### config.mk
export PLATFORM = sky130hd
export DESIGN_NAME = prog_clk_div
export DESIGN_NICKNAME = d
export VERILOG_FILES = /design/src/rtl/prog_clk_div.sv
export SDC_FILE = /design/constraint.sdc
export NUM_CORES = 1
export LEC_CHECK = 0
export BUFFER_PORTS_ARGS = -buffer_cell sky130_fd_sc_hd__buf_4
export CAP_MARGIN = 20
export CORE_ASPECT_RATIO = 0.75
export CORE_UTILIZATION = 55
export CTS_CLUSTER_SIZE = 30
export DETAILED_ROUTE_END_ITERATION = 16
export PLACE_DENSITY = 0.79
export SLEW_MARGIN = 20
export SYNTH_ARGS = -nofsm -noshare
export SYNTH_HDL_FRONTEND = slang
export SYNTH_SLANG_ARGS = --single-unit
### constraint.sdc
create_clock -name clk -period 39.9 [get_ports clk]
set_input_delay 5.985 -clock clk [delete_from_list [all_inputs] [get_ports clk]]
set_output_delay 5.985 -clock clk [all_outputs]
set_load 0.01 [all_outputs]
### src/rtl/prog_clk_div.sv
// prog_clk_div: CH independent programmable clock dividers.
//
// Each channel counts enabled cycles up to its divisor D. At the terminal
// count it emits a one-cycle tick and toggles out, giving a tick period of D
// and an out period of 2D. A divisor loaded while the channel is running is
// held as pending and takes effect at the next terminal count, so the output
// is retuned without glitches.
//
// Ports:
//   clk     - system clock, rising edge
//   reset   - asynchronous, active-high clear of all channel state
//   en      - [CH]   per-channel count enable (low freezes the channel)
//   load    - [CH]   per-channel single-cycle divisor load strobe
//   div_in  - [CH*N] divisor for channel i in bits [i*N +: N]
//   oneshot - [CH]   mode captured with load: 1 = one-shot, 0 = continuous
//   out     - [CH]   registered square wave, toggles at each terminal count
//   tick    - [CH]   registered one-cycle pulse at each terminal count
//   active  - [CH]   channel running with a nonzero divisor
module prog_clk_div #(
  parameter int unsigned N  = 32,
  parameter int unsigned CH = 4
) (
  input  logic            clk,
  input  logic            reset,
  input  logic [CH-1:0]   en,
  input  logic [CH-1:0]   load,
  input  logic [CH*N-1:0] div_in,
  input  logic [CH-1:0]   oneshot,
  output logic [CH-1:0]   out,
  output logic [CH-1:0]   tick,
  output logic [CH-1:0]   active
);

  localparam logic [N-1:0] ONE = N'(1);

  for (genvar i = 0; i < CH; i++) begin : g_ch
    logic [N-1:0] count;
    logic [N-1:0] div_q;
    logic [N-1:0] div_pend;
    logic         pend;
    logic         pend_mode;
    logic         mode_q;
    logic         act_q;
    logic         out_q;
    logic         tick_q;

    logic [N-1:0] din;
    logic         term;
    logic         halting;

    always_comb begin
      din     = div_in[i*N +: N];
      term    = act_q & en[i] & (div_q != '0) & (count == div_q - ONE);
      // Channel goes idle at this terminal edge: pending zero or one-shot.
      halting = term & (pend ? (div_pend == '0) : mode_q);
    end

    always_ff @(posedge clk or posedge reset) begin
      if (reset) begin
        count     <= '0;
        div_q     <= '0;
        div_pend  <= '0;
        pend      <= 1'b0;
        pend_mode <= 1'b0;
        mode_q    <= 1'b0;
        act_q     <= 1'b0;
        out_q     <= 1'b0;
        tick_q    <= 1'b0;
      end else begin
        tick_q <= 1'b0;
        if (term) begin
          count  <= '0;
          tick_q <= 1'b1;
          out_q  <= ~out_q;
          if (pend) begin
            div_q  <= div_pend;
            mode_q <= pend_mode;
            pend   <= 1'b0;
            act_q  <= (div_pend != '0);
          end else if (mode_q) begin
            act_q <= 1'b0;
          end
        end else if (act_q && en[i]) begin
          count <= count + ONE;
        end

        // Load is evaluated after the terminal update so that a load on a
        // terminal edge lands as the new pending value. If this edge idles
        // the channel, the load is applied directly instead so it is not
        // stranded as a pending value that would never be consumed.
        if (load[i]) begin
          if (!act_q || halting) begin
            div_q  <= din;
            mode_q <= oneshot[i];
            count  <= '0;
            pend   <= 1'b0;
            act_q  <= (din != '0);
          end else begin
            div_pend  <= din;
            pend_mode <= oneshot[i];
            pend      <= 1'b1;
          end
        end
      end
    end

    assign out[i]    = out_q;
    assign tick[i]   = tick_q;
    assign active[i] = act_q;
  end

endmodule

Word-level counts from Yosys, hierarchy flattened
Index checks and enable logic that the tools add are counted.
- register bits: 408
- input port bits: 142
- output and inout port bits: 12
- logic and storage cells: 196
- add/subtract/negate cells: 8
- equal/unequal tests: 4
- muxes and demuxes: 88
- bitwise logic cells: 24
- reduce and logical (&&, ||, !) cells: 36
- operators with widths (operator ; number):
    $mux W32 ; 32
    $reduce_bool A32 Y1 ; 12
    $add A32 B1 Y32 const B ; 4
    $eq A32 B32 Y1 ; 4
    $logic_not A32 Y1 ; 4
    $sub A32 B1 Y32 const B ; 4
    $mux W1 ; 56
    $and A1 B1 Y1 ; 16
    $not A1 Y1 ; 8
    $reduce_and A2 Y1 ; 4
    $reduce_bool A2 Y1 ; 4
    $logic_and A1 B1 Y1 ; 4
    $logic_not A1 Y1 ; 4
    $logic_or A1 B1 Y1 ; 4

Longest topological paths before layout
- depth in word-level cells: 7
- mapped depth: 15
- mapped depth without buffers: 11

Worst setup path before layout
OpenSTA, ideal clock, no wires.
- kind: input -> register
- start point: input port en[2]
- end point: register g_ch[2].div_q[10]
- library setup time: 0.125 ns
- arrival time: 8.578 ns
- data required time: 39.775 ns
- slack: 31.197 ns
- cell stages on the path: 11
- buffers on the path: 2
- path through: and2_1 > clkbuf_1 > nand3_1 > nor3_1 > o311a_1 > nand3_1 > or4_1 > nor4_2 > buf_2 > mux2_2 > mux2_2
- word-level cells in the longest chain between the ends: 7
- elaborated cells on any way between the ends: 8
- classes of those cells: mux: 3; bitwise: 4; reduce/logical: 1
- RTL lines (element ; RTL line ; text):
    start: declaration ; 25 ; input logic [CH-1:0] en,
    $and A1 B1 Y1 (*) (3 in series) ; 53 ; term = act_q & en[i] & (div_q != '0) & (count == div_q - ONE);
    $and A1 B1 Y1 ; 55 ; halting = term & (pend ? (div_pend == '0) : mode_q);
    $logic_or A1 B1 Y1 ; 92 ; if (!act_q || halting) begin
    $mux W32 ; 92 ;
    $mux W32 (*) ; 91 ; if (load[i]) begin
    end signal: assignment ; 76 ; div_q <= div_pend;
    end signal: assignment ; 93 ; div_q <= din;
    end: declaration ; 38 ; logic [N-1:0] div_q;
Every way passes the cells marked *; elsewhere a longest branch is shown, timed or not.
A chain may end at the register's enable or synchronous reset.

Worst setup path in the final report
- start point: input port en[1]
- end point: register g_ch[1].div_pend[6]
- word-level cells in the longest chain between the ends: 7
- RTL lines (element ; RTL line ; text):
    $and A1 B1 Y1 (3 in series) ; 53 ;
    $and A1 B1 Y1 ; 55 ;
    $logic_or A1 B1 Y1 ; 92 ;
    $not A1 Y1 (no line) ; -- ;
    $reduce_and A2 Y1 (no line) ; -- ;
    end signal: assignment ; 99 ; div_pend <= din;
    end: declaration ; 39 ; logic [N-1:0] div_pend;
No other way between the ends.

==> summary.md <==
| Metric | Value |
|---|---|
| CP cell instances | buf_4 > nand2_1 > nor2_1 > o211ai_1 > nor4_1 > nand4_1 > or4b_4 > nand4bb_1 > o211ai_4 > buf_16 > mux2_2 |
| Post-synthesis cell type count | slightly below 80 |
| Final period util | approximately 22% |
| Die X | around 240 um |
| Starting Density | 56.5% |
| CTS tree | yes |
| Minimum clock period | about 9 ns |
| WL/cell | between 20 and 25 um |
| CTS Hold Bufs | 0 |
| Worst hold path type | flip-flop to flip-flop |
| Pwr Density | around 39 nW/um^2 |
| # placed instances | approximately 3000 |
| Post-synthesis sequential area ratio | between 40% and 50% |
| Worst Setup End Kind | flip-flop |
| CP Buf/Inv Count | 2 |
| Worst setup SP type | input pin |
| Top-area cell type share of the netlist area | about 42% |
| Seq cells post-synth | about 410 |
| Hpwl dp | about 46 mm |
| First-pass DRT Iterations | 5 |
| Largest net degree at the start of global routing | between 100 and 150 |
| Top cells by area, synth | dfrtp_1 (42%), mux2_2 (18%), xor2_1 (5.4%), xnor2_1 (5.1%), nor2_1 (3.6%) |
| Peak VDD IR | approximately 0.033 mV |
| Core area | 42600 sq um |
| Die ar. | roughly 45000 sq um |
| Synth-to-Final Area Change | 12.4% |
| Synth Area per Inst | about 10 sq um |
| First-pass GRT wire length | approximately 100 mm |
| Total Nets Final | around 2600 |
| Max_slew headroom | 34.4% |
| CTS buffer count | 41 |
| Cells after synthesis | between 2000 and 2500 |
| Clock Path Buffers | 3 |
| # rows | 65 |
| Crit Path Category | input pin to flip-flop |
| Port Buffers | approximately 150 |
| Gr ovfl total | 0 |
| Syn nets | around 2500 |
| Setup Skew | 0.0253 ns |
| # clock sinks | 408 |
| Yosys warning count | 0 |
| Most frequent cells in the layout | dfrtp_1 (408), mux2_2 (379), nor2_1 (231), buf_4 (176), xor2_1 (148) |
| Vias in the first global route | 18600 |
| Final Hold Slack | 0.483 ns |
| Reg clk slew, reported paths | 0.06 ns |
| Post-route ant nets | 0 |
| Setup bufs post-CTS | 0 |
| Initial antenna violation count | 1 |
| Fin. max-slew vios | 0 |
| Share of cells above drive strength 1 | between 20 and 30% |
| CTS-repair resized insts | 0 |
| CP Data Required Time | between 40 and 50 ns |
| Dominant cell type by area after synthesis | dfrtp_1 |
| Setup_tns | 0 ns |
| Via density | just over 6 |
| Root buf cell | clkbuf_16 |
| Max stage delay cell, worst path | o211ai_4 |
| CP max FO | 18 |
| DRT iter0 DRCs | 1549 |
| Tot Pwr | 0.00105 W |
| P_leak | around 12 nW |
| Max Fclk | about 110 MHz |
| Number of synthesized flops with an enable pin | 0 |
| RSZ-0062 raised after global routing | false |
| Placer Congestion | 0.935 |
| H-tree depth | 2 |
| Overall global routing resource usage | ~28% |
| Largest stage delay on the critical path | 0.71 ns |
| Final cell count without fillers | roughly 3000 |
| Status | finished clean |
| WP data arrival | about 9 ns |
| Vias | 18600 |
| Commonest non-fill, non-tap cell in the layout | dfrtp_1 |
| Post-synth ARST share | 100% |
| Synthesized cell area | roughly 24000 sq um |
| WL final | 62.1 mm |
| Die Span Y | 183 um |
| Critical path's top delay family | simple AND/OR/NAND/NOR gates |
| Clk_lat worst skew | 0.56 ns |
| MaxCap Viol Count | 0 |
| Actual slew at the worst max-slew pin | between 0.9 and 1 ns |
| Hold Vio Cnt, Final | 0 |
| Setup violators final | 0 |
| Post-route DRC | 0 |
| IO Count | ~150 |
| Top_reg_cell synth | dfrtp_1 |
[sequential cells by signal, indices dropped and copies added, names as in the netlist]
register / cells
g_ch.act_q: 4
g_ch.count: 128
g_ch.div_pend: 128
g_ch.div_q: 128
g_ch.mode_q: 4
g_ch.out_q: 4
g_ch.pend: 4
g_ch.pend_mode: 4
g_ch.tick_q: 4
[path summary, 6_finish.rpt]
kind | from | endpoint | slack [ns] | cells after the start
worst min-delay path | g_ch[3].out_q | g_ch[3].out_q | 0.48 | 1
worst min register to register | g_ch[3].out_q | g_ch[3].out_q | 0.48 | 1
worst max-delay path | en[1] | g_ch[1].div_pend[6] | 31.13 | 11
worst max register to register | g_ch[2].div_q[9] | g_ch[2].div_pend[17] | 34.61 | 9
max in group asynchronous | reset | g_ch[1].div_q[0] | 31.85 | 4
min in group asynchronous | reset | g_ch[2].div_q[22] | 5.64 | 2
[stage by stage]
step                      worst slack, ns  area (sq um)  utilization (%)
final                               31.13         27000             63.4
after global placement              30.53         25600             60.1
after floorplan                     22.56         24100                -
after detailed placement            30.45         25600             60.1
after global routing                30.92         27000             63.4
after CTS                           31.01         27000             63.3
[synth_stat cells, drive strengths merged (9+ instances only)]
cell	n
o21ai	33
and4	22
nand2b	9
ha	12
or4	28
o31ai	9
nor2	231
mux2	398
nor3	61
o211ai	10
and3	28
nand4	64
a31oi	13
nor4b	18
nand3b	10
a211oi	9
and2	9
a21oi	28
nor4	120
nand2	104
xor2	148
nor2b	14
or3	32
clkbuf	68
mux2i	10
nand3	82
buf	40
dfrtp	408
inv	37
xnor2	141
or2	9
[cell type report]
| cell class | count | area (sq um) |
|---|---|---|
| timing repair buffer | 178 | 1380 |
| antenna | 1 | 2.50 |
| clock buffer | 56 | 1210 |
| tap | 569 | 712 |
| sequential | 408 | 10200 |
| clock inverter | 15 | 143 |
| multi-input combinational | 1750 | 13200 |
| fill | 3371 | 15600 |
| inverter | 37 | 146 |
[power by group]
group / switching (W) / internal, W
registers: 0.0000499 / 0.000448
clock network: 0.000167 / 0.000226
logic: 0.0000772 / 0.0000783
[cell families (layout without fill, tap and decap cells)]
logic type	after synthesis	count (layout)	synth area share, %
AOI/OAI and AO/OA	179	179	5.29
and+or+nand+nor	862	862	19.2
DFF	408	408	42.4
other	0	1	0
adders and majority gates	12	12	0.624
muxes	408	408	19.2
xor gates and xnor gates	289	289	10.5
buffers and inverters	145	286	2.74
[routing by layer]
metal	share of wire (%)	up-vias	GRT usage, %
li1	-	8643	-
met1	48	9334	41.5
met2	45	544	43.3
met3	5.7	83	4.57
met4	1.8	0	6.20
met5	0	-	0
No activity file was read; power rests on OpenSTA's default activity.
